--- src/rtl/cdc_pkg.sv ---
// Shared types and limits for the cdc_bus_rx destination-side synchroniser.
package cdc_pkg;

    typedef enum logic [1:0] {
        IDLE    = 2'd0,
        PRESENT = 2'd1,
        ACK     = 2'd2
    } state_t;

    localparam int CDC_SYNC_STAGES_MIN = 2;

endpackage

--- src/rtl/cdc_bus_rx_if.sv ---
// Req/ack bus from the source domain plus the downstream valid/ready port.
// master = the source/downstream side, slave = the cdc_bus_rx receiver.
interface cdc_bus_rx_if #(
    parameter int WIDTH = 8
);
    logic             src_req;
    logic [WIDTH-1:0] src_data;
    logic             dst_ack;
    logic             dst_valid;
    logic [WIDTH-1:0] dst_data;
    logic             dst_ready;

    modport master (
        output src_req,
        output src_data,
        output dst_ready,
        input  dst_ack,
        input  dst_valid,
        input  dst_data
    );

    modport slave (
        input  src_req,
        input  src_data,
        input  dst_ready,
        output dst_ack,
        output dst_valid,
        output dst_data
    );
endinterface

--- src/rtl/cdc_sync_n.sv ---
// N-flop level synchroniser; every stage resets to 0 asynchronously.
module cdc_sync_n #(
    parameter int STAGES = 2
) (
    input  logic clk,
    input  logic rst_n,
    input  logic d,
    output logic q
);
    logic [STAGES-1:0] sync_reg;

    always_ff @(posedge clk or negedge rst_n) begin
        if (!rst_n) begin
            sync_reg <= '0;
        end else begin
            sync_reg <= {sync_reg[STAGES-2:0], d};
        end
    end

    assign q = sync_reg[STAGES-1];
endmodule

--- src/rtl/cdc_bus_rx.sv ---
// Destination side of a 4-phase req/ack bus synchroniser with valid/ready output.
// Optional ACK-phase protocol timeout is built when CDC_BUS_RX_TIMEOUT_EN is defined.
module cdc_bus_rx
    import cdc_pkg::*;
#(
    parameter int WIDTH          = 8,
    parameter int SYNC_STAGES    = 2,
    parameter int TIMEOUT_CYCLES = 1024
) (
    input  logic              clk,
    input  logic              rst_n,
    cdc_bus_rx_if.slave       bus,
    output logic              err_timeout
);
    generate
        if (SYNC_STAGES < CDC_SYNC_STAGES_MIN || WIDTH < 1 || TIMEOUT_CYCLES < 1) begin : g_bad_param
            $error("cdc_bus_rx: illegal parameter value");
        end
    endgenerate

    state_t           state_reg;
    logic             ack_reg;
    logic             valid_reg;
    logic [WIDTH-1:0] data_reg;
    logic             req_s;

    cdc_sync_n #(
        .STAGES (SYNC_STAGES)
    ) u_req_sync (
        .clk   (clk),
        .rst_n (rst_n),
        .d     (bus.src_req),
        .q     (req_s)
    );

    // src_data is only sampled on IDLE->PRESENT; the source keeps it
    // stable until it sees dst_ack, so a multi-bit capture is coherent.
    always_ff @(posedge clk or negedge rst_n) begin
        if (!rst_n) begin
            state_reg <= IDLE;
            ack_reg   <= 1'b0;
            valid_reg <= 1'b0;
            data_reg  <= '0;
        end else begin
            case (state_reg)
                IDLE: begin
                    if (req_s) begin
                        data_reg  <= bus.src_data;
                        valid_reg <= 1'b1;
                        state_reg <= PRESENT;
                    end
                end
                PRESENT: begin
                    if (bus.dst_ready) begin
                        valid_reg <= 1'b0;
                        ack_reg   <= 1'b1;
                        state_reg <= ACK;
                    end
                end
                ACK: begin
                    // Leave only once the request has been withdrawn, so a
                    // long-held request is never captured twice.
                    if (!req_s) begin
                        ack_reg   <= 1'b0;
                        state_reg <= IDLE;
                    end
                end
                default: begin
                    ack_reg   <= 1'b0;
                    valid_reg <= 1'b0;
                    state_reg <= IDLE;
                end
            endcase
        end
    end

    assign bus.dst_ack   = ack_reg;
    assign bus.dst_valid = valid_reg;
    assign bus.dst_data  = data_reg;

`ifdef CDC_BUS_RX_TIMEOUT_EN
    localparam int CNT_W = $clog2(TIMEOUT_CYCLES + 1);

    logic [CNT_W-1:0] cnt_reg;
    logic             err_reg;

    // Counts ACK cycles with the request still high; the flag rises on the
    // edge the count reaches TIMEOUT_CYCLES and holds until reset.
    always_ff @(posedge clk or negedge rst_n) begin
        if (!rst_n) begin
            cnt_reg <= '0;
            err_reg <= 1'b0;
        end else if (state_reg == PRESENT && bus.dst_ready) begin
            cnt_reg <= '0;
        end else if (state_reg == ACK && req_s) begin
            if (cnt_reg != CNT_W'(TIMEOUT_CYCLES)) begin
                cnt_reg <= cnt_reg + CNT_W'(1);
            end
            if (cnt_reg == CNT_W'(TIMEOUT_CYCLES - 1)) begin
                err_reg <= 1'b1;
            end
        end
    end

    assign err_timeout = err_reg;
`else
    assign err_timeout = 1'b0;
`endif

endmodule

--- src/flat_wrapper.sv ---
// flat-port wrapper written by rule: the top's interface ports become plain ports
module cdc_bus_rx_flat import cdc_pkg::*;
#(
    parameter int WIDTH          = 8,
    parameter int SYNC_STAGES    = 2,
    parameter int TIMEOUT_CYCLES = 1024
)
  (clk, rst_n, err_timeout, bus_src_req, bus_src_data, bus_dst_ready, bus_dst_ack, bus_dst_valid, bus_dst_data);
  cdc_bus_rx_if #(.WIDTH(WIDTH)) bus_i ();
  input  logic clk;
  input  logic rst_n;
  output logic err_timeout;
  input wire logic [$bits(bus_i.src_req)-1:0] bus_src_req;
  input wire logic [$bits(bus_i.src_data)-1:0] bus_src_data;
  input wire logic [$bits(bus_i.dst_ready)-1:0] bus_dst_ready;
  output wire logic [$bits(bus_i.dst_ack)-1:0] bus_dst_ack;
  output wire logic [$bits(bus_i.dst_valid)-1:0] bus_dst_valid;
  output wire logic [$bits(bus_i.dst_data)-1:0] bus_dst_data;
  assign bus_i.src_req = bus_src_req;
  assign bus_i.src_data = bus_src_data;
  assign bus_i.dst_ready = bus_dst_ready;
  assign bus_dst_ack = bus_i.dst_ack;
  assign bus_dst_valid = bus_i.dst_valid;
  assign bus_dst_data = bus_i.dst_data;
  cdc_bus_rx #(.WIDTH(WIDTH), .SYNC_STAGES(SYNC_STAGES), .TIMEOUT_CYCLES(TIMEOUT_CYCLES)) u_core (.clk(clk), .rst_n(rst_n), .bus(bus_i), .err_timeout(err_timeout));
endmodule
--- config.mk ---
export PLATFORM = sky130hd
export DESIGN_NAME = cdc_bus_rx_flat
export DESIGN_NICKNAME = d
export VERILOG_FILES = /design/src/rtl/cdc_pkg.sv /design/src/rtl/cdc_bus_rx_if.sv /design/src/rtl/cdc_sync_n.sv /design/src/rtl/cdc_bus_rx.sv /design/src/flat_wrapper.sv
export SDC_FILE = /design/constraint.sdc
export NUM_CORES = 1
export LEC_CHECK = 0
export BUFFER_PORTS_ARGS = -buffer_cell sky130_fd_sc_hd__buf_2
export CAP_MARGIN = 20
export CORE_AREA = 10 10 47 49
export DETAILED_ROUTE_END_ITERATION = 10
export DIE_AREA = 0 0 57 59
export GPL_ROUTABILITY_DRIVEN = 0
export GPL_TIMING_DRIVEN = 1
export PLACE_DENSITY_LB_ADDON = 0.25
export SYNTH_ARGS = -nofsm -noshare
export SYNTH_HDL_FRONTEND = slang
export SYNTH_SLANG_ARGS = --single-unit
--- constraint.sdc ---
create_clock -name clk -period 1.9 [get_ports clk]
set_clock_uncertainty 0.2 [all_clocks]
set_input_delay 0.095 -clock clk [delete_from_list [all_inputs] [get_ports clk]]
set_output_delay 0.095 -clock clk [all_outputs]
set_load 0.02 [all_outputs]
==> results of run 1 <==
kinds of logic after synthesis:
group           Yosys count
flops                    14
mux                       8
simple gates              7
other cells               1
buf+inv                   3
compound gates            6
synth_stat cells (all sizes together):
library cell | n | area, um^2
dfrtp | 14 | 350
mux2 | 8 | 90.1
o21ai | 3 | 15.0
a21oi | 2 | 10.0
buf | 2 | 18.8
nand2 | 2 | 7.51
nor2 | 2 | 7.51
a211oi | 1 | 7.51
conb | 1 | 3.75
inv | 1 | 3.75
nand3 | 1 | 5.00
nand3b | 1 | 7.51
nor3b | 1 | 18.8
path summary, 6_finish.rpt:
path | start | endpoint | slack [ns] | depth (start not counted)
worst max-delay path | u_core.state_reg[0] | u_core.bus.dst_data[6] | 0.31 | 2
worst min-delay path | rst_n | u_core.bus.dst_data[3] | 0.04 | 2
worst max register to register | u_core.state_reg[0] | u_core.bus.dst_data[6] | 0.31 | 2
worst min register to register | u_core.u_req_sync.sync_reg[0] | u_core.u_req_sync.sync_reg[1] | 0.15 | 0
max in group asynchronous | rst_n | u_core.state_reg[1] | 1.23 | 2
min in group clk | u_core.u_req_sync.sync_reg[0] | u_core.u_req_sync.sync_reg[1] | 0.15 | 0
through the flow:
stage / instances / setup slack (ns) / util, % / hold WS (ns) / cell area (um^2)
floorplan: 39 / 0.392 / - / -0.401 / 546
global placement: 74 / 0.308 / 46.5 / -0.193 / 652
detailed placement: 74 / 0.292 / 46.5 / -0.193 / 652
CTS: 88 / 0.283 / 56.0 / 0.0425 / 785
global route: 88 / 0.234 / 56.0 / 0.0531 / 785
finish: 88 / 0.307 / 56.0 / 0.0366 / 785
final cells by class:
class	instances	area, um^2	share of cell area (%)
clock buffers	3	22.5	2.87
inverters	1	3.75	0.478
multi-input cells	22	173	22.0
flip-flops and latches	14	350	44.7
well taps	16	20.0	2.55
repair buffers	32	215	27.4
placed cells by master, fill, tap and decap left out:
cell type      synthesis  layout
clkbuf_4               0       3
nand2_1                2       2
buf_2                  0      21
nand3_1                1       1
inv_1                  1       1
nor2_1                 2       2
nand3b_1               1       1
conb_1                 1       1
dfrtp_1               14      14
mux2_2                 8       8
nor3b_4                1       1
dlygate4sd3_1          0      11
o21ai_0                3       3
a21oi_1                2       2
a211oi_1               1       1
metal layers:
layer,GRT usage (%),vias to the layer above,routed length [um]
li1,-,202,-
met4,5.03,0,12
met3,3.22,4,92
met2,11.5,14,594
met5,0,-,0
met1,7.16,181,431
where the power goes:
| part | switching (mW) | total (mW) | internal (mW) |
|---|---|---|---|
| logic | 0.264 | 0.487 | 0.223 |
| clock network | 0.0903 | 0.164 | 0.0734 |
| registers | 0.0964 | 0.526 | 0.430 |
repair_timing:
| action | in CTS | in global routing |
|---|---|---|
| hold endpoints to repair | 27 | 0 |
| hold buffers | 11 | 0 |
| gates resized for setup | 0 | 0 |
==> summary.md, run 1 <==
| Metric | Value |
|---|---|
| Status | finished, final reports clean |
| Syn avg cell area | 14.0 um^2 |
| Total die area | 3360 um^2 |
| Crit-path max FO | 8 |
| PwrDens | 1500 nW/um^2 |
| Max-Cap Viols | 0 |
| Min-Delay Path Class | in -> async |
| Syn nets | 51 |
| CP endpoint kind | register |
| Synth Area in Compound Gates | under 10% |
| Pwr Total | 1.18 mW |
| Critical Path RT | 1.86 ns |
| Vias in the first global route | 447 |
| Adder-cell share of the synthesized area | 0% |
| Post-CTS Setup Inserts | 0 |
| Clk_lat worst skew | 0.27 ns |
| Pleak | 0.366 nW |
| Routed WL | 1130 um |
| Final Setup Violations | 0 |
| Iteration-0 DRC Markers | 4 |
| Initial Utilization | about two fifths |
| FMAX | 0.628 GHz |
| Critical Setup Path Class | reg -> reg |
| FILL cells | 130 |
| Max reg flops | 8 |
| Post-Synth Simple-Gate Area | under 10% |
| Final period util | 83.9% |
| Largest net degree at the start of global routing | 15 |
| GRT Total Usage | 7.10% |
| Root buf cell | clkbuf_4 |
| Worst-path cell chain | nor3b_4 > mux2_2 |
| Clock sinks | 14 |
| Setup TNS | 0 ns |
| Flop and latch count out of synthesis | 14 |
| Arrival @ worst endpoint | roughly 1.6 ns |
| Clock transition at the registers of the reported paths | 0.08 ns |
| Final min period | 1.59 ns |
| Wire length per cell | about 13 um |
| Total CTS buffers | 3 |
| I/O Buffers | 21 |
| Core area | around 1400 um^2 |
| Worst Path Buf+Inv | 0 |
| Synthesized area | 546 um^2 |
| Remaining DRCs | 0 |
| GRT overflow | 0 |
| Core Rows | 14 |
| DP HPWL | 850 um |
| CTS tree | done |
| Synthesis-to-finish area growth | 43.8% |
| Fin. Hold Viols | 0 |
| Slew Limit Fails | 0 |
| Worst vdd ir | between 0.0006 and 0.0007 V |
| Horiz. Die Dim | 57 um |
| Syn Inst Count | 39 |
| NumNets Final | 86 |
| XOR/XNOR Fraction of Synth Area | 0% |
| Crit-path slowest cell | dfrtp_1 |
| Largest buffer count on any clock path | 2 |
| Drt first pass iters | 4 |
| Nature of the critical path startpoint | register |
| H-tree levels | 1 |
| Distinct cells, synth | 14 |
| ANT cells | 0 |
| Unrepaired setup endpoints after global routing | false |
| Post-synthesis mux area share | 16.5% |
| Largest family of logic cells by synthesized area | multiplexers |
| Crit-path max cell delay | 0.47 ns |
| Io pins | 23 |
| Layout cell share with drive strength beyond 1 | between 40% and 50% |
| Antenna violations before repair | 0 |
| Vias | roughly 400 |
| Register area share after synthesis | between 60% and 70% |
| Yosys warns | 0 |
| CP top delay family | flip-flops |
| Vias/cell | between 4 and 5 |
| Antenna Nets Post-Route | 0 |
| Die span in y | 59 um |
| Global-route wire length before repair | 1920 um |
No activity file was read; power rests on OpenSTA's default activity.
==> run 2: changes to the inputs <==
==> constraint.sdc (replaced) <==
create_clock -name clk -period 1.5 [get_ports clk]
set_clock_uncertainty 0.2 [all_clocks]
set_input_delay 0.075 -clock clk [delete_from_list [all_inputs] [get_ports clk]]
set_output_delay 0.075 -clock clk [all_outputs]
set_load 0.02 [all_outputs]
==> summary.md, run 2 (same netlist as run 1, synthesis figures left out) <==
| Metric | Value |
|---|---|
| Clock share of power | 12.7% |
| Clock sinks | 14 |
| Post-CTS Setup Inserts | 0 |
| Final min period | 1.42 ns |
| Global-route wire length before repair | 2180 um |
| Setup TNS | 0 ns |
| GRT overflow | 0 |
| Clk_lat worst skew | 0.27 ns |
| Largest net degree at the start of global routing | 15 |
| Synthesis-to-finish area growth | 51.4% |
| H-tree levels | 1 |
| Root buf cell | clkbuf_4 |
| Crit-path max cell delay | approximately 0.41 ns |
| Vias/cell | 4.63 |
| GRT Total Usage | about 8% |
| FMAX | 0.702 GHz |
| Slew Limit Fails | 0 |
| P_sw | 0.589 mW |
| Total die area | 3360 um^2 |
| Max reg flops | 8 |
| Drt first pass iters | 3 |
| Core Rows | 14 |
| Worst flop-to-flop path startpoint | u_core.state_reg[1] |
| FF-to-FF End | u_core.bus.dst_data[5] |
| Crit-path max FO | 3 |
| Status | finished, final reports clean |
| Vias in the first global route | 495 |
| Worst Setup SP | u_core.state_reg[1] |
| ANT cells | 0 |
| PwrDens | 1900 nW/um^2 |
| Nature of the critical path startpoint | register |
| Arrival @ worst endpoint | 1.38 ns |
| Reg power frac | 41.0% |
| Io pins | 23 |
| Antenna violations before repair | 0 |
| Largest buffer count on any clock path | 2 |
| Critical Setup Path Class | reg -> reg |
| Iteration-0 DRC Markers | 4 |
| Horiz. Die Dim | 57 um |
| Highest-count cells in the layout ignoring fill and taps | buf_2, dfrtp_1, dlygate4sd3_1, mux2_2, buf_4 |
| Most common cell after layout, fill and taps aside | buf_2 |
| FILL cells | 132 |
| Routed WL | about 1300 um |
| Cell count of the worst reg-to-reg path | 3 |
| Min-Delay Path Class | in -> async |
| Layout cell share with drive strength beyond 1 | 49.4% |
| DP HPWL | 918 um |
| Antenna Nets Post-Route | 0 |
| Worst vdd ir | 0.000891 V |
| Wire length per cell | 13.7 um |
| CP endpoint kind | register |
| CTS tree | done |
| Crit-path slowest cell | dfrtp_1 |
| Pleak | 0.392 nW |
| Die span in y | 59 um |
| Vias | 431 |
| Worst-path cell chain | nor3b_4 > buf_4 > mux2_2 |
| Critical Path RT | 1.46 ns |
| Hold_ws | around 0.023 ns |
| Max-Cap Viols | 0 |
| Remaining DRCs | 0 |
| Reg2reg setup slack | 0.08 ns |
| Comb pwr share | 46.3% |
| Core area | 1400 um^2 |
| Switch share | 37.5% |
| Initial Utilization | 38.9% |
| Fin. Hold Viols | 0 |
| Clock transition at the registers of the reported paths | 0.08 ns |
| I/O Buffers | 21 |
| Internal power | 0.981 mW |
| Unrepaired setup endpoints after global routing | false |
| Final Setup Violations | 0 |
| Total CTS buffers | 3 |
| Final period util | 95.0% |
| NumNets Final | 91 |
run 2: changes by cell type in the layout (fill, tap and decap cells not counted):
cell | before | now
buf_4 | 0 | 4
buf_6 | 0 | 1
run 2: stage by stage:
step	instances	utilization (%)	total power, mW	setup WS (ns)	area, um^2
floorplan	39	-	1.10	0.00835	546
global placement	79	49.2	1.35	0.0969	689
detailed placement	79	49.2	1.37	0.0733	689
CTS	93	58.7	1.59	0.0532	822
global route	93	58.9	1.67	0.0121	826
finish	93	58.9	1.57	0.0756	826
run 2: per-layer routing:
layer | GRT usage [%] | part of all wire [%] | wire length (um) | up-vias
met2 | 14.3 | 53 | 674 | 11
met1 | 7.52 | 37 | 472 | 211
met5 | 0 | 0 | 0 | -
met3 | 3.86 | 9.4 | 120 | 2
li1 | - | - | - | 207
met4 | 3.02 | 0.78 | 10 | 0
run 2: power groups by stage:
stage / combinational, mW / sequential, mW / clock [mW]
after global routing: 0.785 / 0.666 / 0.223
after floorplan: 0.280 / 0.821 / 0
after CTS: 0.733 / 0.648 / 0.208
after detailed placement: 0.709 / 0.656 / 0
final: 0.727 / 0.644 / 0.199
after global placement: 0.698 / 0.648 / 0
run 2: how the worst max path moves through the flow:
stage / slack, ns / end / depth (start not counted)
3_5_place_dp: 0.07 / u_core.bus.dst_data[4] / 3
3_3_place_gp: 0.1 / u_core.bus.dst_data[4] / 3
5_1_grt: 0.01 / u_core.bus.dst_data[3] / 3
6_report: 0.08 / u_core.bus.dst_data[5] / 3
2_1_floorplan: 0.008 / u_core.bus.dst_data[0] / 3
4_1_cts: 0.05 / u_core.bus.dst_data[4] / 3
run 2: layout make-up:
type	count	area, um^2	area share [%]
Sequential cell	14	350	42.4
Timing Repair Buffer	37	256	31.1
Multi-Input combinational cell	22	173	20.9
Clock buffer	3	22.5	2.73
Tap cell	16	20.0	2.42
Inverter	1	3.75	0.455
run 2: worst max-delay path, delay by kind of cell, from the launching register on:
family	cells	cell delay (ns)
mux	1	0.32
simple gates	1	0.22
flops	1	0.41
buf+inv	1	0.16
run 2: repair_timing:
item                       4_1_cts  5_1_grt
hold endpoints to repair        27        0
hold buffers                    11        0
setup endpoints to repair        0        1
resized for setup                0        1
==> run 3: changes to the inputs <==
--- a/config.mk
+++ b/config.mk
@@ -7,9 +7,11 @@
 export LEC_CHECK = 0
 export BUFFER_PORTS_ARGS = -buffer_cell sky130_fd_sc_hd__buf_2
 export CAP_MARGIN = 20
-export CORE_AREA = 10 10 47 49
+export CELL_PAD_IN_SITES_DETAIL_PLACEMENT = 1
+export CELL_PAD_IN_SITES_GLOBAL_PLACEMENT = 2
+export CORE_MARGIN = 10
+export CORE_UTILIZATION = 28
 export DETAILED_ROUTE_END_ITERATION = 10
-export DIE_AREA = 0 0 57 59
 export GPL_ROUTABILITY_DRIVEN = 0
 export GPL_TIMING_DRIVEN = 1
 export PLACE_DENSITY_LB_ADDON = 0.25
==> summary.md, run 3 (same netlist as run 1, synthesis figures left out) <==
| Metric | Value |
|---|---|
| Status | finished, final reports clean |
| Final std cells w/o fill | 102 |
| Vias | about 440 |
| FMAX | 0.697 GHz |
| Cell count of the worst reg-to-reg path | 3 |
| Final Cell Area | 852 um^2 |
| Post-CTS Setup Inserts | 0 |
| Vias/cell | 4.26 |
| Synthesis-to-finish area growth | 56.2% |
| Met3 Track Usage GR | 2.96% |
| GRT Total Usage | 6.40% |
| Setup TNS | 0 ns |
| PwrDens | 1930 nW/um^2 |
| Pwr Total | 1.64 mW |
| CP endpoint kind | register |
| Max-Cap Viols | 0 |
| Critical Setup Path Class | reg -> reg |
| Antenna Nets Post-Route | 0 |
| Root buf cell | clkbuf_4 |
| Remaining DRCs | 0 |
| Global-route wire length before repair | around 2200 um |
| FILL cells | 201 |
| Clock sinks | 14 |
| Most common cell after layout, fill and taps aside | buf_2 |
| Max reg flops | 8 |
| Die span in y | 64.1 um |
| Nature of the critical path startpoint | register |
| ANT cells | 0 |
| Core Rows | 15 |
| Highest-count cells in the layout ignoring fill and taps | buf_2, dfrtp_1, dlygate4sd3_1, mux2_2 |
| Routed WL | 1220 um |
| Post-DP Area | 706 um^2 |
| GRT Max-Usage Layer | met2 |
| Layout cell share with drive strength beyond 1 | 49.4% |
| Total die area | roughly 4000 um^2 |
| Multi-input gate area | 173 um^2 |
| Iteration-0 DRC Markers | 8 |
| NumNets Final | 90 |
| Dpl cells | 87 |
| Critical Path RT | 1.46 ns |
| Met1 Use GR | just under 8% |
| Routing usage on met2 | 9.70% |
| Final period util | 95.6% |
| Wire length per cell | roughly 12 um |
| Largest buffer count on any clock path | 2 |
| Crit-path max FO | 8 |
| H-tree levels | 1 |
| Worst vdd ir | 0.000724 V |
| GRT overflow | 0 |
| Drt first pass iters | 3 |
| Unrepaired setup endpoints after global routing | false |
| Total CTS buffers | 3 |
| Pleak | 0.397 nW |
| Initial Utilization | 30.6% |
| Clock transition at the registers of the reported paths | 0.08 ns |
| Final Setup Violations | 0 |
| CTS tree | done |
| Vias in the first global route | 464 |
| Slew Limit Fails | 0 |
| Register area | about 350 um^2 |
| Final min period | 1.43 ns |
| Fin. Hold Viols | 0 |
| Io pins | 23 |
| Clk_lat worst skew | 0.27 ns |
| Largest net degree at the start of global routing | 15 |
| Antenna violations before repair | 0 |
| Core area | ~1800 um^2 |
| Arrival @ worst endpoint | 1.39 ns |
| Min-Delay Path Class | in -> async |
| Horiz. Die Dim | 64.1 um |
| I/O Buffers | 21 |
-- run 3: cell count changes in the layout (fill, tap and decap cells not counted) --
cell,change
buf_12,+1
buf_4,-1
clkbuf_8,+1
buf_6,-1
-- run 3: final cells by class --
cell class | instances | share of cell area, %
timing repair buffer | 36 | 30.2
clock buffer | 4 | 4.26
sequential | 14 | 41.1
tap | 25 | 3.67
inverter | 1 | 0.441
multi-input combinational | 22 | 20.3
-- run 3: path summary, 6_finish.rpt --
kind,from,end,slack [ns]
max in group asynchronous,rst_n,u_core.u_req_sync.sync_reg[1],0.85
max reg2reg,u_core.state_reg[1],u_core.bus.dst_data[3],0.07
min in group clk,u_core.u_req_sync.sync_reg[0],u_core.u_req_sync.sync_reg[1],0.16
min reg2reg,u_core.u_req_sync.sync_reg[0],u_core.u_req_sync.sync_reg[1],0.16
max,u_core.state_reg[1],u_core.bus.dst_data[3],0.07
min,rst_n,u_core.bus.dst_ack,0.02
-- run 3: metrics by stage --
step	util, %	setup WS (ns)	hold WS (ns)
5_1_grt	47.8	0.00831	0.0302
3_5_place_dp	39.6	0.0672	-0.214
6_report	47.8	0.0655	0.0171
2_1_floorplan	-	0.00835	-0.421
4_1_cts	47.8	0.0513	0.0163
3_3_place_gp	39.6	0.0926	-0.213
-- run 3: worst max-delay path: stages, from the launching register on --
cell	delay, ns
dfrtp_1	0.41
nor3b_4	0.24
buf_12	0.15
mux2_2	0.33
-- run 3: where the power goes --
group / switching [mW] / internal (mW)
sequential: 0.0968 / 0.545
clock: 0.114 / 0.147
combinational: 0.388 / 0.349
-- run 3: metal layers --
layer | up-vias | share of wire [%]
li1 | 211 | -
met3 | 2 | 9.8
met4 | 0 | 1.1
met2 | 17 | 45
met1 | 205 | 43
met5 | - | 0
-- run 3: repair_timing --
item | in CTS | in global routing
hold buffers | 11 | 0
hold endpoints to repair | 27 | 0
resized for setup | 0 | 0
